### src/rtl/mem_arbiter.sv
// mem_arbiter: shares one single-port synchronous memory between the instruction-fetch
// path (IF) and the data load/store path (DM).
//
// Each transaction runs through four phases: IDLE (arbitrate), ISSUE (one-cycle memory
// strobe), WAIT (MEM_LAT cycles) and DONE (one-cycle done pulse to the winner).
//
// Ports:
//   CLK, RST              clock; synchronous active-high reset
//   if_req/if_addr        IF read request, held until if_done
//   if_done/if_rdata      IF completion pulse and registered read data
//   if_stall              if_req & ~if_done
//   dm_req/dm_we/dm_addr/dm_wdata  DM request, held until dm_done
//   dm_done/dm_rdata      DM completion pulse and registered read data
//   dm_stall              dm_req & ~dm_done
//   mem_en/mem_we/mem_addr/mem_wdata/mem_rdata  memory port
//   busy                  a transaction is in progress
module mem_arbiter #(
  parameter int unsigned ADDR_W   = 32,
  parameter int unsigned DATA_W   = 32,
  parameter int unsigned MEM_LAT  = 1,
  parameter int unsigned MAX_WAIT = 3
) (
  input  logic              CLK,
  input  logic              RST,
  input  logic              if_req,
  input  logic [ADDR_W-1:0] if_addr,
  output logic              if_done,
  output logic [DATA_W-1:0] if_rdata,
  output logic              if_stall,
  input  logic              dm_req,
  input  logic              dm_we,
  input  logic [ADDR_W-1:0] dm_addr,
  input  logic [DATA_W-1:0] dm_wdata,
  output logic              dm_done,
  output logic [DATA_W-1:0] dm_rdata,
  output logic              dm_stall,
  output logic              mem_en,
  output logic              mem_we,
  output logic [ADDR_W-1:0] mem_addr,
  output logic [DATA_W-1:0] mem_wdata,
  input  logic [DATA_W-1:0] mem_rdata,
  output logic              busy
);

  typedef enum logic [1:0] {StIdle, StIssue, StWait, StDone} state_e;

  localparam logic [2:0] MaxWait = 3'(MAX_WAIT);
  localparam logic [3:0] MemLat  = 4'(MEM_LAT);

  state_e              state_q, state_d;
  logic [2:0]          if_wait_q, if_wait_d;
  logic [3:0]          lat_cnt_q, lat_cnt_d;
  logic                sel_dm_q, sel_dm_d;
  logic                we_q, we_d;
  logic [ADDR_W-1:0]   addr_q, addr_d;
  logic [DATA_W-1:0]   wdata_q, wdata_d;
  logic [DATA_W-1:0]   if_rdata_q, if_rdata_d;
  logic [DATA_W-1:0]   dm_rdata_q, dm_rdata_d;
  logic                if_done_q, if_done_d;
  logic                dm_done_q, dm_done_d;
  logic                grant_if;

  always_comb begin
    state_d    = state_q;
    if_wait_d  = if_wait_q;
    lat_cnt_d  = lat_cnt_q;
    sel_dm_d   = sel_dm_q;
    we_d       = we_q;
    addr_d     = addr_q;
    wdata_d    = wdata_q;
    if_rdata_d = if_rdata_q;
    dm_rdata_d = dm_rdata_q;
    if_done_d  = 1'b0;
    dm_done_d  = 1'b0;
    grant_if   = 1'b0;

    unique case (state_q)
      StIdle: begin
        if (if_req || dm_req) begin
          // DM has priority unless IF has already lost MAX_WAIT arbitrations in a row.
          grant_if = if_req && (!dm_req || (if_wait_q == MaxWait));
          sel_dm_d = !grant_if;
          addr_d   = grant_if ? if_addr : dm_addr;
          we_d     = grant_if ? 1'b0 : dm_we;
          // IF never writes, so mem_wdata keeps its previous value on IF grants.
          wdata_d  = grant_if ? wdata_q : dm_wdata;
          if (grant_if) begin
            if_wait_d = 3'd0;
          end else if (if_req && (if_wait_q != MaxWait)) begin
            if_wait_d = if_wait_q + 3'd1;
          end
          state_d = StIssue;
        end
      end
      StIssue: begin
        lat_cnt_d = MemLat;
        state_d   = StWait;
      end
      StWait: begin
        lat_cnt_d = lat_cnt_q - 4'd1;
        if (lat_cnt_q == 4'd1) begin
          if (!we_q) begin
            if (sel_dm_q) dm_rdata_d = mem_rdata;
            else          if_rdata_d = mem_rdata;
          end
          if (sel_dm_q) dm_done_d = 1'b1;
          else          if_done_d = 1'b1;
          state_d = StDone;
        end
      end
      StDone: begin
        state_d = StIdle;
      end
      default: state_d = StIdle;
    endcase
  end

  always_ff @(posedge CLK) begin
    if (RST) begin
      state_q    <= StIdle;
      if_wait_q  <= 3'd0;
      lat_cnt_q  <= 4'd0;
      sel_dm_q   <= 1'b0;
      we_q       <= 1'b0;
      addr_q     <= '0;
      wdata_q    <= '0;
      if_rdata_q <= '0;
      dm_rdata_q <= '0;
      if_done_q  <= 1'b0;
      dm_done_q  <= 1'b0;
    end else begin
      state_q    <= state_d;
      if_wait_q  <= if_wait_d;
      lat_cnt_q  <= lat_cnt_d;
      sel_dm_q   <= sel_dm_d;
      we_q       <= we_d;
      addr_q     <= addr_d;
      wdata_q    <= wdata_d;
      if_rdata_q <= if_rdata_d;
      dm_rdata_q <= dm_rdata_d;
      if_done_q  <= if_done_d;
      dm_done_q  <= dm_done_d;
    end
  end

  // The strobe is tied to the ISSUE state, so mem_we drops as soon as ISSUE is left.
  assign mem_en    = (state_q == StIssue);
  assign mem_we    = mem_en && we_q;
  assign mem_addr  = addr_q;
  assign mem_wdata = wdata_q;
  assign if_done   = if_done_q;
  assign dm_done   = dm_done_q;
  assign if_rdata  = if_rdata_q;
  assign dm_rdata  = dm_rdata_q;
  assign if_stall  = if_req && !if_done_q;
  assign dm_stall  = dm_req && !dm_done_q;
  assign busy      = (state_q != StIdle);

endmodule

### config.mk
export PLATFORM = sky130hd
export DESIGN_NAME = mem_arbiter
export DESIGN_NICKNAME = d
export VERILOG_FILES = /design/src/rtl/mem_arbiter.sv
export SDC_FILE = /design/constraint.sdc
export NUM_CORES = 1
export LEC_CHECK = 0
export CAP_MARGIN = 20
export CORE_AREA = 2 2 133 135
export DETAILED_ROUTE_END_ITERATION = 8
export DIE_AREA = 0 0 135 137
export HOLD_SLACK_MARGIN = 0.05
export PLACE_DENSITY = 0.71
export SYNTH_ARGS = -nofsm -noshare
export SYNTH_HDL_FRONTEND = slang
export SYNTH_SLANG_ARGS = --single-unit
### constraint.sdc
create_clock -name CLK -period 1.6 [get_ports CLK]
set_input_delay 0.4 -clock CLK [delete_from_list [all_inputs] [get_ports CLK]]
set_output_delay 0.4 -clock CLK [all_outputs]
set_load 0.05 [all_outputs]
== Yosys cells after proc, flatten, opt, wreduce, memory -nomap -nowiden ==
Index checks and enable logic that the tools add are counted.
Cells by class
  reduce and logical (&&, ||, !) cells: 22
  mux-type cells: 10
  bitwise logic cells: 5
  add/sub/neg operators: 2
  equality and inequality tests: 8
Operators with widths (number)
  $mux 32: 1
  $pmux 2 s4: 1
  $pmux 4 s2: 1
  $reduce_and 4->1: 2
  $mux 3: 2
  $reduce_and 3->1: 2
  $reduce_bool 2->1: 3
  $logic_and 1x1->1: 5
  $not 1->1: 5
  $eq 2x2->1 const B: 2
  $eq 4x1->1 const B: 1
  $logic_not 1->1: 4
  $mux 2: 2
  $ne 2x2->1 const B: 2
  $reduce_and 2->1: 2
  $sub 4x1->4 const B: 1
  $add 3x1->3 const B: 1
  $eq 3x2->1 const B: 1
  $mux 1: 3
  $ne 3x2->1 const B: 1
  $reduce_or 3->1: 1
  $eq 2x1->1 const B: 1
  $logic_not 2->1: 1
  $logic_or 1x1->1: 2
Storage, ports and cells
  input port bits: 133
  output and inout bits: 135
  register bits after elaboration: 141
  word-level logic and storage cells: 58

== Longest topological paths before layout ==
Gate-level depths: netlist (run 1).
  depth in word-level cells: 5
  mapped depth: 8
  mapped depth without buffers: 5

== Worst setup path after synthesis (run 1) ==
Ideal clock, no wire load.
  path type: input port to output port
  from: input if_req
  to: output if_stall
  setup slack: -0.283 ns
  stages on the path: 4
  data arrival time: 1.483 ns
  required time: 1.200 ns
  path buffers: 2
  cells stage by stage: inv_1 -> clkbuf_1 -> clkbuf_1 -> nor2_1
On the way
  word-level cells in the longest chain between the ends: 1
Ends and longest elaborated chain
  start: declaration: line 25  | input logic if_req,
  $logic_and 1x1->1: line 155  | assign if_stall = if_req && !if_done_q;
  end: declaration: line 29  | output logic if_stall,
Every way passes these cells.

== Final worst setup path (run 1) ==
  from: register state_q[0]
  to: output busy
On the way
  word-level cells in the longest chain between the ends: 1
Ends and longest elaborated chain
  start: declaration: line 50  | state_e state_q, state_d;
  start signal: assignment: line 120  | state_q <= StIdle;
  start signal: assignment: line 132  | state_q <= state_d;
  $reduce_bool 2->1: line 157  | assign busy = (state_q != StIdle);
  end: declaration: line 42  | output logic busy
Every way passes these cells.

==> results of run 1 <==
[worst min path at each step]
| stage | from | to | slack (ns) | depth (start not counted) |
|---|---|---|---|---|
| 2_1_floorplan | if_wait_q[2] | if_wait_q[2] | 0.43 | 2 |
| 3_3_place_gp | if_wait_q[2] | if_wait_q[2] | 0.44 | 2 |
| 3_5_place_dp | if_wait_q[1] | if_wait_q[1] | 0.45 | 2 |
| 4_1_cts | RST | dm_rdata[31] | 0.46 | 3 |
| 5_1_grt | RST | if_rdata[31] | 0.45 | 3 |
| 6_report | RST | if_rdata[31] | 0.46 | 3 |
[routing by layer]
metal / vias up / wire [um]
li1: 2959 / -
met1: 2914 / 8600
met3: 34 / 2010
met4: 0 / 435
met2: 306 / 11200
met5: - / 0
[cell usage after synthesis, drive strengths merged]
master   instances  area [sq um]
dfxtp          141          2820
nand2          100           375
o21ai           68           340
mux2i           64           641
clkbuf          47           176
a21oi           38           190
nor2            35           131
nand3           33           165
o211ai          33           248
a311oi          32           280
buf             19           144
inv              9          33.8
ha               8           100
nand2b           4          25.0
or3              4          26.3
and2             3          18.8
nor2b            3          18.8
nor3             3          20.0
nor3b            2          15.0
or3b             2          17.5
a2111oi          1          8.76
a211oi           1          7.51
a21o             1          7.51
a2bb2oi          1          8.76
a31o             1          8.76
nand4            1          6.26
nand4b           1          8.76
nand4bb          1          27.5
o21a             1          7.51
o22ai            1          6.26
o31a             1          10.0
[cell type report]
| class | instances | area share [%] |
|---|---|---|
| Sequential cell | 141 | 24.1 |
| Clock buffer | 17 | 3.62 |
| Clock inverter | 15 | 1.28 |
| Timing Repair Buffer | 346 | 43.3 |
| Tap cell | 225 | 2.39 |
| Inverter | 9 | 0.351 |
| Multi-Input combinational cell | 445 | 25.0 |
[what timing repair did]
item,CTS,global route
setup buffers,5,12
hold endpoints to repair,0,0
endpoints found under the setup margin,112,103
resized for setup,37,36
hold buffers,0,0
pin swaps,2,24
gates cloned,6,13
[flip-flops by register name, indices dropped and copies added, names as in the netlist]
register	count
dm_rdata	32
if_rdata	32
mem_addr	32
mem_wdata	32
lat_cnt_q	4
if_wait_q	3
state_q	2
dm_done	1
if_done	1
sel_dm_q	1
we_q	1
[power breakdown]
group          internal (mW)  switching (mW)  total [mW]
Clock                   2.19            1.69        3.88
Sequential              4.08           0.580        4.66
Combinational           4.08            4.04        8.13
[stage by stage]
stage | area (sq um) | worst slack [ns] | util [%] | instances
after global placement | 10400 | -0.354 | 61.1 | 1134
after detailed placement | 10400 | -0.404 | 61.1 | 1134
after CTS | 11300 | -0.156 | 66.4 | 1176
after global routing | 11800 | -0.202 | 69.0 | 1198
final | 11800 | -0.149 | 69.0 | 1198
after floorplan | 5910 | -0.0465 | - | 659
[critical path, delay by kind of cell, from the launching register on]
| family | cells | cell delay [ns] |
|---|---|---|
| adder cells (fa/ha/maj) | 1 | 0.15 |
| buffers and inverters | 5 | 0.43 |
| flip-flops | 1 | 0.33 |
[kinds of logic (layout without fill, tap and decap cells)]
family / after synthesis / count (layout) / share of synthesized area (%)
mux: 64 / 64 / 10.9
buf+inv: 75 / 387 / 6.00
simple gates: 192 / 192 / 14.5
fa+ha+maj: 8 / 8 / 1.70
compound gates: 179 / 181 / 19.1
flops: 141 / 141 / 47.9
==> results.toml, run 1 <==
[job]
maxCapViolCount = 0

[floorplanning]
core_area_sq_um = 17100
rows = 48
dieArea_sq_um = 18500
fp.dieH_um = 137
die_w_um = 135
start_util_pct = 34.6
io_pins = 268

[critical_path]
reg2regPathDepth = 7
crit_top_cell = "buf_6"
setup.worst_path.end = "busy"
cpPeakStageDelay_ns = 0.33
path_class = "reg -> out"
worst_setup_path_start_kind = "flip-flop"
slowest_stage = "dfxtp_2"
worstPathRequired_ns = 1.20
cp_cell_sequence = "inv_2 > buf_6 > ha_4 > buf_6 > inv_4 > buf_12"
crit_start = "state_q[0]"
r2r-end = "dm_rdata[24]"
cp_max_fo = 2
arrival_ns = 1.35
endpoint_kind = "primary output"
r2r_start = "state_q[0]"
timing.reg2reg.setup_slack_ns = -0.12

[global_route]
grt_max_degree = 56
grt.overflow.total = 0
grt_util_met3_pct = 8.19
grt_use_met1_pct = 25.3
track_usage_pct = 22.2
top_usage_layer = "met2"
met2_usage_pct = 38.9
grt_pass1_wl_um = 32000
grt_antenna_before_repair = 0
grt_pass1_vias = 6019

[power]
peakVddDrop_mv = 0.869
total_power_mw = 16.7
power.density_nw_per_um2 = 1420
static-leakage-power_nw = 4.61

[sta]
hold_violations = 0
whs_ns = 0.457
fmax_mhz = 572
finalCriticalPeriod_ns = 1.75
maxSlewHeadroom_pct = 73.9
slew_violations = 0
fin_tns_setup_ns = -2.48
setup_slack_ns = -0.149
fin_skew_ns = 0.0111
worst_slew_pin_slew_ns = 0.388
period_share_pct = 109
final-setup-viol-count = 33
rsz0062_at_grt = "yes"

[clock_network]
htreeDepth = 4
clk_pin_slew_ns = 0.06
insertion_delay_ns = 0.42
cts-buffers-inserted = 17
cts_tree = "built"
cts.sinks = 141
clk_path_buf_depth = 2
cts-root-buf = "clkbuf_16"

[finish]
ff_latch_area_sq_um = 2830
drive_above_1_share_pct = 29.8
syn_to_final_growth_pct = 99.5
multi_input_area_sq_um = 2950
finalNetCount = 1101
final_common_cell = "buf_12"
n_antenna_cell = 0
final_cell_mix = "buf_12 (149), dfxtp_1 (135), clkdlybuf4s50_1 (129), nand2_1 (99), o21ai_0 (68)"
fillers = 1250

[route]
drtAntennaViolNets = 0
wl_per_cell_um = 18.6
drtPass1Iterations = 5
route.detailed.drc = 0
viasPerCell = 5.19
vias = 6213
drt_iter0_markers = 435
routed_wl_um = 22300

[logic_synthesis]
seq_area_frac_synth_pct = 47.9
syn_nets = 800
synth_warnings = 0
synth_cells = 659
syn_avg_cell_area_sq_um = 8.95
synth_area_sq_um = 5900
synth_cell_type_count = 39
ys_ff_latch = 141

[placement]
place_congestion = 0.805
numPortBuffers = 267
dp_hpwl_um = 14100

[outcome]
run_status = "finished with violations"
violations = "setup timing"

[hold_path]
holdCritPathClass = "in -> reg"
Note: power is estimated with default switching activity, not from simulation.
==> inputs of run 2 (changes only) <==
--- a/config.mk
+++ b/config.mk
@@ -5,12 +5,12 @@
 export SDC_FILE = /design/constraint.sdc
 export NUM_CORES = 1
 export LEC_CHECK = 0
-export CAP_MARGIN = 20
 export CORE_AREA = 2 2 133 135
 export DETAILED_ROUTE_END_ITERATION = 8
 export DIE_AREA = 0 0 135 137
 export HOLD_SLACK_MARGIN = 0.05
 export PLACE_DENSITY = 0.71
+export SLEW_MARGIN = 20
 export SYNTH_ARGS = -nofsm -noshare
 export SYNTH_HDL_FRONTEND = slang
 export SYNTH_SLANG_ARGS = --single-unit
==> results of run 2 <==
Same layout as run 1: the final DEF is identical, and so are final timing and power.
